File: src/rtl/soc_bus_fabric.sv
// CPU-to-slave bus fabric: page decode, one-cycle strobes, wait-state
// handshake with timeout to a one-cycle bus error and a saturating error count.
module soc_bus_fabric #(
  parameter int              NSLV      = 6,
  parameter logic [15:0]     BASE_PAGE = 16'h0040,
  parameter logic [NSLV-1:0] ZW_MASK   = {{(NSLV-1){1'b0}}, 1'b1},
  parameter int              TIMEOUT   = 15,
  parameter logic [31:0]     ERR_DATA  = 32'h66666666
) (
  input  logic               clk,
  input  logic               resetn,
  input  logic [31:0]        mem_addr,
  input  logic [31:0]        mem_wdata,
  input  logic [3:0]         mem_wmask,
  input  logic               mem_rstrb,
  output logic [31:0]        mem_rdata,
  output logic               mem_rbusy,
  output logic               mem_wbusy,
  output logic [NSLV-1:0]    s_cs,
  output logic               s_rd,
  output logic               s_wr,
  output logic [3:0]         s_wmask,
  output logic [31:0]        s_wdata,
  output logic [31:0]        s_addr,
  input  logic [NSLV*32-1:0] s_rdata,
  input  logic [NSLV-1:0]    s_ready,
  output logic               bus_err,
  output logic [7:0]         err_count
);

  localparam int IW = (NSLV > 1) ? $clog2(NSLV) : 1;
  localparam int CW = $clog2(TIMEOUT + 1);

  typedef enum logic [1:0] {IDLE, WAIT, ERR} state_t;

  state_t          state_q;
  logic [IW-1:0]   sel_q;
  logic            op_q;
  logic [CW-1:0]   cnt_q;
  logic [7:0]      err_q;

  logic [NSLV-1:0] page_match;
  logic [IW-1:0]   dec_idx;
  logic            req;
  logic            is_wr;
  logic            fast;

  assign page_match[0] = 1'b0;
  generate
    for (genvar gi = 1; gi < NSLV; gi++) begin : g_dec
      assign page_match[gi] = (mem_addr[31:16] == BASE_PAGE + 16'(gi - 1));
    end
  endgenerate

  always_comb begin
    dec_idx = '0;
    for (int i = 0; i < NSLV; i++) begin
      if (page_match[i]) dec_idx = IW'(i);
    end
  end

  assign is_wr     = |mem_wmask;
  assign req       = resetn && (state_q == IDLE) && (mem_rstrb || is_wr);
  assign fast      = ZW_MASK[dec_idx] || s_ready[dec_idx];
  assign s_addr    = mem_addr;
  assign s_wdata   = mem_wdata;
  assign err_count = err_q;

  always_comb begin
    s_cs      = '0;
    s_rd      = 1'b0;
    s_wr      = 1'b0;
    s_wmask   = 4'b0;
    mem_rbusy = 1'b0;
    mem_wbusy = 1'b0;
    bus_err   = 1'b0;
    mem_rdata = s_rdata[31:0];
    case (state_q)
      IDLE: if (req) begin
        s_cs      = NSLV'(1) << dec_idx;
        s_rd      = mem_rstrb && !is_wr;
        s_wr      = is_wr;
        s_wmask   = mem_wmask;
        mem_rdata = s_rdata[32*dec_idx +: 32];
        mem_rbusy = !fast && !is_wr;
        mem_wbusy = !fast && is_wr;
      end
      WAIT: begin
        s_cs      = NSLV'(1) << sel_q;
        mem_rdata = s_rdata[32*sel_q +: 32];
        // busy falls in the same cycle the slave reports ready
        mem_rbusy = resetn && !s_ready[sel_q] && !op_q;
        mem_wbusy = resetn && !s_ready[sel_q] && op_q;
      end
      ERR: begin
        mem_rdata = ERR_DATA;
        bus_err   = resetn;
      end
      default: ;
    endcase
  end

  always_ff @(posedge clk) begin
    if (!resetn) begin
      state_q <= IDLE;
      cnt_q   <= '0;
      sel_q   <= '0;
      op_q    <= 1'b0;
      err_q   <= 8'd0;
    end else begin
      case (state_q)
        IDLE: begin
          cnt_q <= '0;
          if (req) begin
            sel_q <= dec_idx;
            op_q  <= is_wr;
            if (!fast) state_q <= WAIT;
          end
        end
        WAIT: begin
          if (s_ready[sel_q]) begin
            state_q <= IDLE;
            cnt_q   <= '0;
          end else if (cnt_q == CW'(TIMEOUT - 1)) begin
            state_q <= ERR;
            cnt_q   <= '0;
          end else begin
            cnt_q <= cnt_q + 1'b1;
          end
        end
        ERR: begin
          state_q <= IDLE;
          if (err_q != 8'hFF) err_q <= err_q + 8'd1;
        end
        default: state_q <= IDLE;
      endcase
    end
  end

endmodule

File: config.mk
export PLATFORM = sky130hd
export DESIGN_NAME = soc_bus_fabric
export DESIGN_NICKNAME = d
export VERILOG_FILES = /design/src/rtl/soc_bus_fabric.sv
export SDC_FILE = /design/constraint.sdc
export NUM_CORES = 1
export LEC_CHECK = 0
export BUFFER_PORTS_ARGS = -buffer_cell sky130_fd_sc_hd__buf_2
export CAP_MARGIN = 0
export CELL_PAD_IN_SITES_DETAIL_PLACEMENT = 1
export CELL_PAD_IN_SITES_GLOBAL_PLACEMENT = 2
export CORE_ASPECT_RATIO = 1.1
export CORE_MARGIN = 5
export CORE_UTILIZATION = 21
export CTS_CLUSTER_SIZE = 40
export DETAILED_ROUTE_END_ITERATION = 10
export PLACE_DENSITY = 0.87
export SLEW_MARGIN = 0
export SYNTH_ARGS = -nofsm -noshare
export SYNTH_HDL_FRONTEND = slang
export SYNTH_SLANG_ARGS = --single-unit
export TNS_END_PERCENT = 50
File: constraint.sdc
create_clock -name clk -period 3.4 [get_ports clk]
set_clock_uncertainty 0.2 [all_clocks]
set_input_delay 0.68 -clock clk [delete_from_list [all_inputs] [get_ports clk]]
set_output_delay 0.68 -clock clk [all_outputs]
set_load 0.01 [all_outputs]
==> summary.md <==
| Metric | Value |
|---|---|
| Final Cycle Share | 1.00 |
| Core Util, Final | 0.298 |
| Root Buffer | clkbuf_16 |
| Clock-pin slew on the worst setup and hold paths | 0.06 ns |
| Site Rows | 63 |
| Via count | approximately 7.6k |
| Hold-critical path depth | 2 |
| Slew @ Worst Pin | about 0.49 ns |
| Worst hold start | cnt_q[3] |
| Max-Cap Viols | 0 |
| Yosys warning total | 0 |
| R2R depth | 6 |
| Final Non-Filler Cells | approximately 1.4k |
| Global-route wire length before repair | roughly 50,000 um |
| CP Class | input pin to primary output |
| CTS tree | built |
| Logic gate share of total power | 0.574 |
| Crit path max fanout | 10 |
| Worst Hold Class | flip-flop to flip-flop |
| Register area share after synthesis | 0.0639 |
| Post-synthesis async set-or-reset flop share | 0 |
| Hold path endpoint | cnt_q[3] |
| Dpl hpwl | approximately 27,000 um |
| Drt drc | 0 |
| Remaining Overflow, GRT | 0 |
| TritonCTS Buffers | 3 |
| DR pass1 iterations | 5 |
| Most frequent cells after synthesis | nand2_1, buf_4, o21ai_0 |
| Sw frac | 0.372 |
| Run status | finished, violations left |
| Layout area overhead | 41.3% |
| Largest net degree at the start of global routing | 29 |
| Final hold vios | 0 |
| Post-Syn Nets | between 1k and 1.5k |
| Avg Cell Area, Syn | roughly 7.3 sq um |
| Max Slew Vio Count | 0 |
| Power share of the clock group | 0.235 |
| Yosys top cell by area | mux4_2 |
| Final worst setup slack | -0.0147 ns |
| IO Pins | a little under 400 |
| Die area | roughly 30,000 sq um |
| Post-placement cell count | roughly 1.4k |
| # hold bufs at CTS | 0 |
| Count of cell types in the netlist | between 70 and 80 |
| Number of flops mapped to enable cells by yosys | 0 |
| Unrepaired setup endpoints after global routing | true |
| Top cells by area, synth | mux4_2, buf_4, dfxtp_1 |
| Wirelength per Cell | 24.7 um |
| Ys flop type | dfxtp_1 |
| Switching power | a little over 400 uW |
| Fmax | 0.293 GHz |
| Sequential power share | 0.190 |
| Final GP Congestion | ~0.9 |
| Post-DR vias/cell | between 5 and 6 |
| Final WL | about 34,000 um |
| Setup TNS | -0.0512 ns |
| Core area | 26,700 sq um |
| Detailed Route Iter0 Violations | approximately 610 |
| Synth top area share | 0.132 |
| P_int | 700 uW |
| Worst endpoint required time | approximately 2.5 ns |
| Violated checks | setup timing |
| Port buffer count | 291 |
| Final #Nets | 1,291 |
| Synthesized area | ~5600 sq um |
| Cells after Synth | a little under 800 |
| Count leader, synth | nand2_1 |
| Clock sink count | 18 |
| Clk Latency, worst-skew pair | about 0.25 ns |
| Power per cell area | 140 nW/um^2 |
| Worst reg2reg endpoint | cnt_q[3] |
| Slew HR | 0.673 |
| VDD IR-drop max | 0.162 mV |
| Chip Width | ~170 um |
| CP Capture Type | primary output |
| Final ANT Viol Nets | 0 |
| Fillers | about 3.3k |
| WHS | 0.295 ns |
| Chip height | ~180 um |
| Final setup viols | 5 |
| Tot GR Track Use | 0.210 |
| Leakage | about 3.3 nW |
| H-Tree Depth | 1 |
| Share of layout cells above drive strength 1 | 0.472 |
| Initial antenna violation count | 9 |
| DP Area | between 7000 and 8000 sq um |
| Arrival time worst endpoint | 2.53 ns |
| Crit Reg-Reg Startpoint | sel_q[0] |
| Setup slack, reg-to-reg | a little over 0.9 ns |
| CTS Buffer Depth | 2 |
| Final Cell Area | 7970 sq um |
| #FFs+latches synth | 18 |
| Startpoint Class | input pin |
| Initial core utilization | 0.211 |
| Min Tclk post-route | 3.41 ns |
| Vias in the first global route | 8,306 |
[routing by layer]
metal	GRT usage	up-vias	share of wire
li1	-	3413	-
met1	0.259	3774	0.41
met2	0.373	329	0.49
met3	0.0348	85	0.063
met4	0.0671	4	0.030
met5	0	-	0.00062
[area by class of cell]
| class | count | area [sq um] | area share |
|---|---|---|---|
| antenna | 6 | 15.0 | 0.00188 |
| clock buffer | 4 | 88.8 | 0.0111 |
| inverter | 7 | 26.3 | 0.00330 |
| multi-input combinational | 607 | 4690 | 0.589 |
| sequential | 18 | 367 | 0.0460 |
| tap | 357 | 447 | 0.0561 |
| timing repair buffer | 382 | 2330 | 0.293 |
[cell families (layout without fill, tap and decap cells)]
kind of cell	count (synthesis)	after routing	share of synthesized area
AO/OA/AOI/OAI	304	304	0.386
AND/OR/NAND/NOR	241	241	0.218
buffers and inverters	145	393	0.149
multiplexers	53	53	0.167
flip-flops	18	18	0.0639
XOR/XNOR	6	6	0.00931
adder cells (fa/ha/maj)	3	3	0.00665
other	0	6	0
[how the worst max path moves through the flow]
stage / to / depth (start not counted) / slack (ns) / start
finish: mem_rdata[18] / 10 / -0.01 / mem_addr[31]
CTS: mem_rdata[11] / 9 / -0.01 / mem_wmask[0]
detailed placement: mem_rdata[22] / 10 / -0.13 / mem_addr[31]
floorplan: mem_rdata[15] / 7 / 0.25 / mem_wmask[0]
global placement: mem_rdata[0] / 10 / -0.14 / mem_addr[21]
global route: mem_rdata[10] / 10 / -0.09 / mem_addr[31]
[critical path: stages]
cell and delay (ns):
buf_2 0.12, nor4_4 0.30, buf_4 0.15, and3_4 0.21, and2_1 0.16, buf_4 0.21
a22oi_1 0.09, o21a_1 0.17, o2111ai_1 0.23, buf_2 0.18
[power groups by stage]
stage               combinational [mW]  clock [mW]  sequential [mW]
global placement                 0.594           0            0.216
floorplan                        0.340           0            0.217
detailed placement               0.609           0            0.216
global route                     0.686       0.281            0.212
finish                           0.640       0.262            0.212
CTS                              0.616       0.271            0.212
[through the flow]
step / power, mW / setup WS, ns
after floorplan: 0.557 / 0.250
after global placement: 0.811 / -0.137
after detailed placement: 0.825 / -0.134
after CTS: 1.10 / -0.0115
after global routing: 1.18 / -0.0936
final: 1.11 / -0.0147
[sequential cells by signal, indices dropped and copies added (netlist names)]
| register | count |
|---|---|
| cnt_q | 4 |
| err_count | 8 |
| op_q | 1 |
| sel_q | 3 |
| state_q | 2 |
[cell usage in the layout (no fill, tap or decap), types with 5 or more instances in the layout]
| cell | n |
|---|---|
| diode_2 | 6 |
| mux2i_1 | 20 |
| o2111ai_1 | 13 |
| nand2_1 | 74 |
| o21bai_1 | 7 |
| o21ai_1 | 5 |
| nand3_1 | 19 |
| buf_4 | 72 |
| buf_6 | 11 |
| o221ai_1 | 26 |
| buf_2 | 288 |
| dfxtp_1 | 15 |
| inv_1 | 6 |
| mux4_2 | 33 |
| or2_2 | 8 |
| a2bb2oi_1 | 14 |
| a31oi_1 | 8 |
| buf_12 | 10 |
| o22ai_1 | 19 |
| o221ai_2 | 8 |
| a211oi_1 | 9 |
| nor2b_1 | 14 |
| o21a_1 | 23 |
| o2bb2ai_2 | 5 |
| nand2b_1 | 13 |
| a21oi_1 | 34 |
| and2_1 | 13 |
| nor2_1 | 47 |
| a22oi_1 | 30 |
| o21ai_0 | 60 |
| and3_1 | 18 |
[what timing repair did]
item,4_1_cts,5_1_grt
cloned,0,1
buffers inserted,5,1
setup endpoints to repair,26,34
pin swaps,1,18
resized for setup,8,48
(Power assumes the default switching activity.)
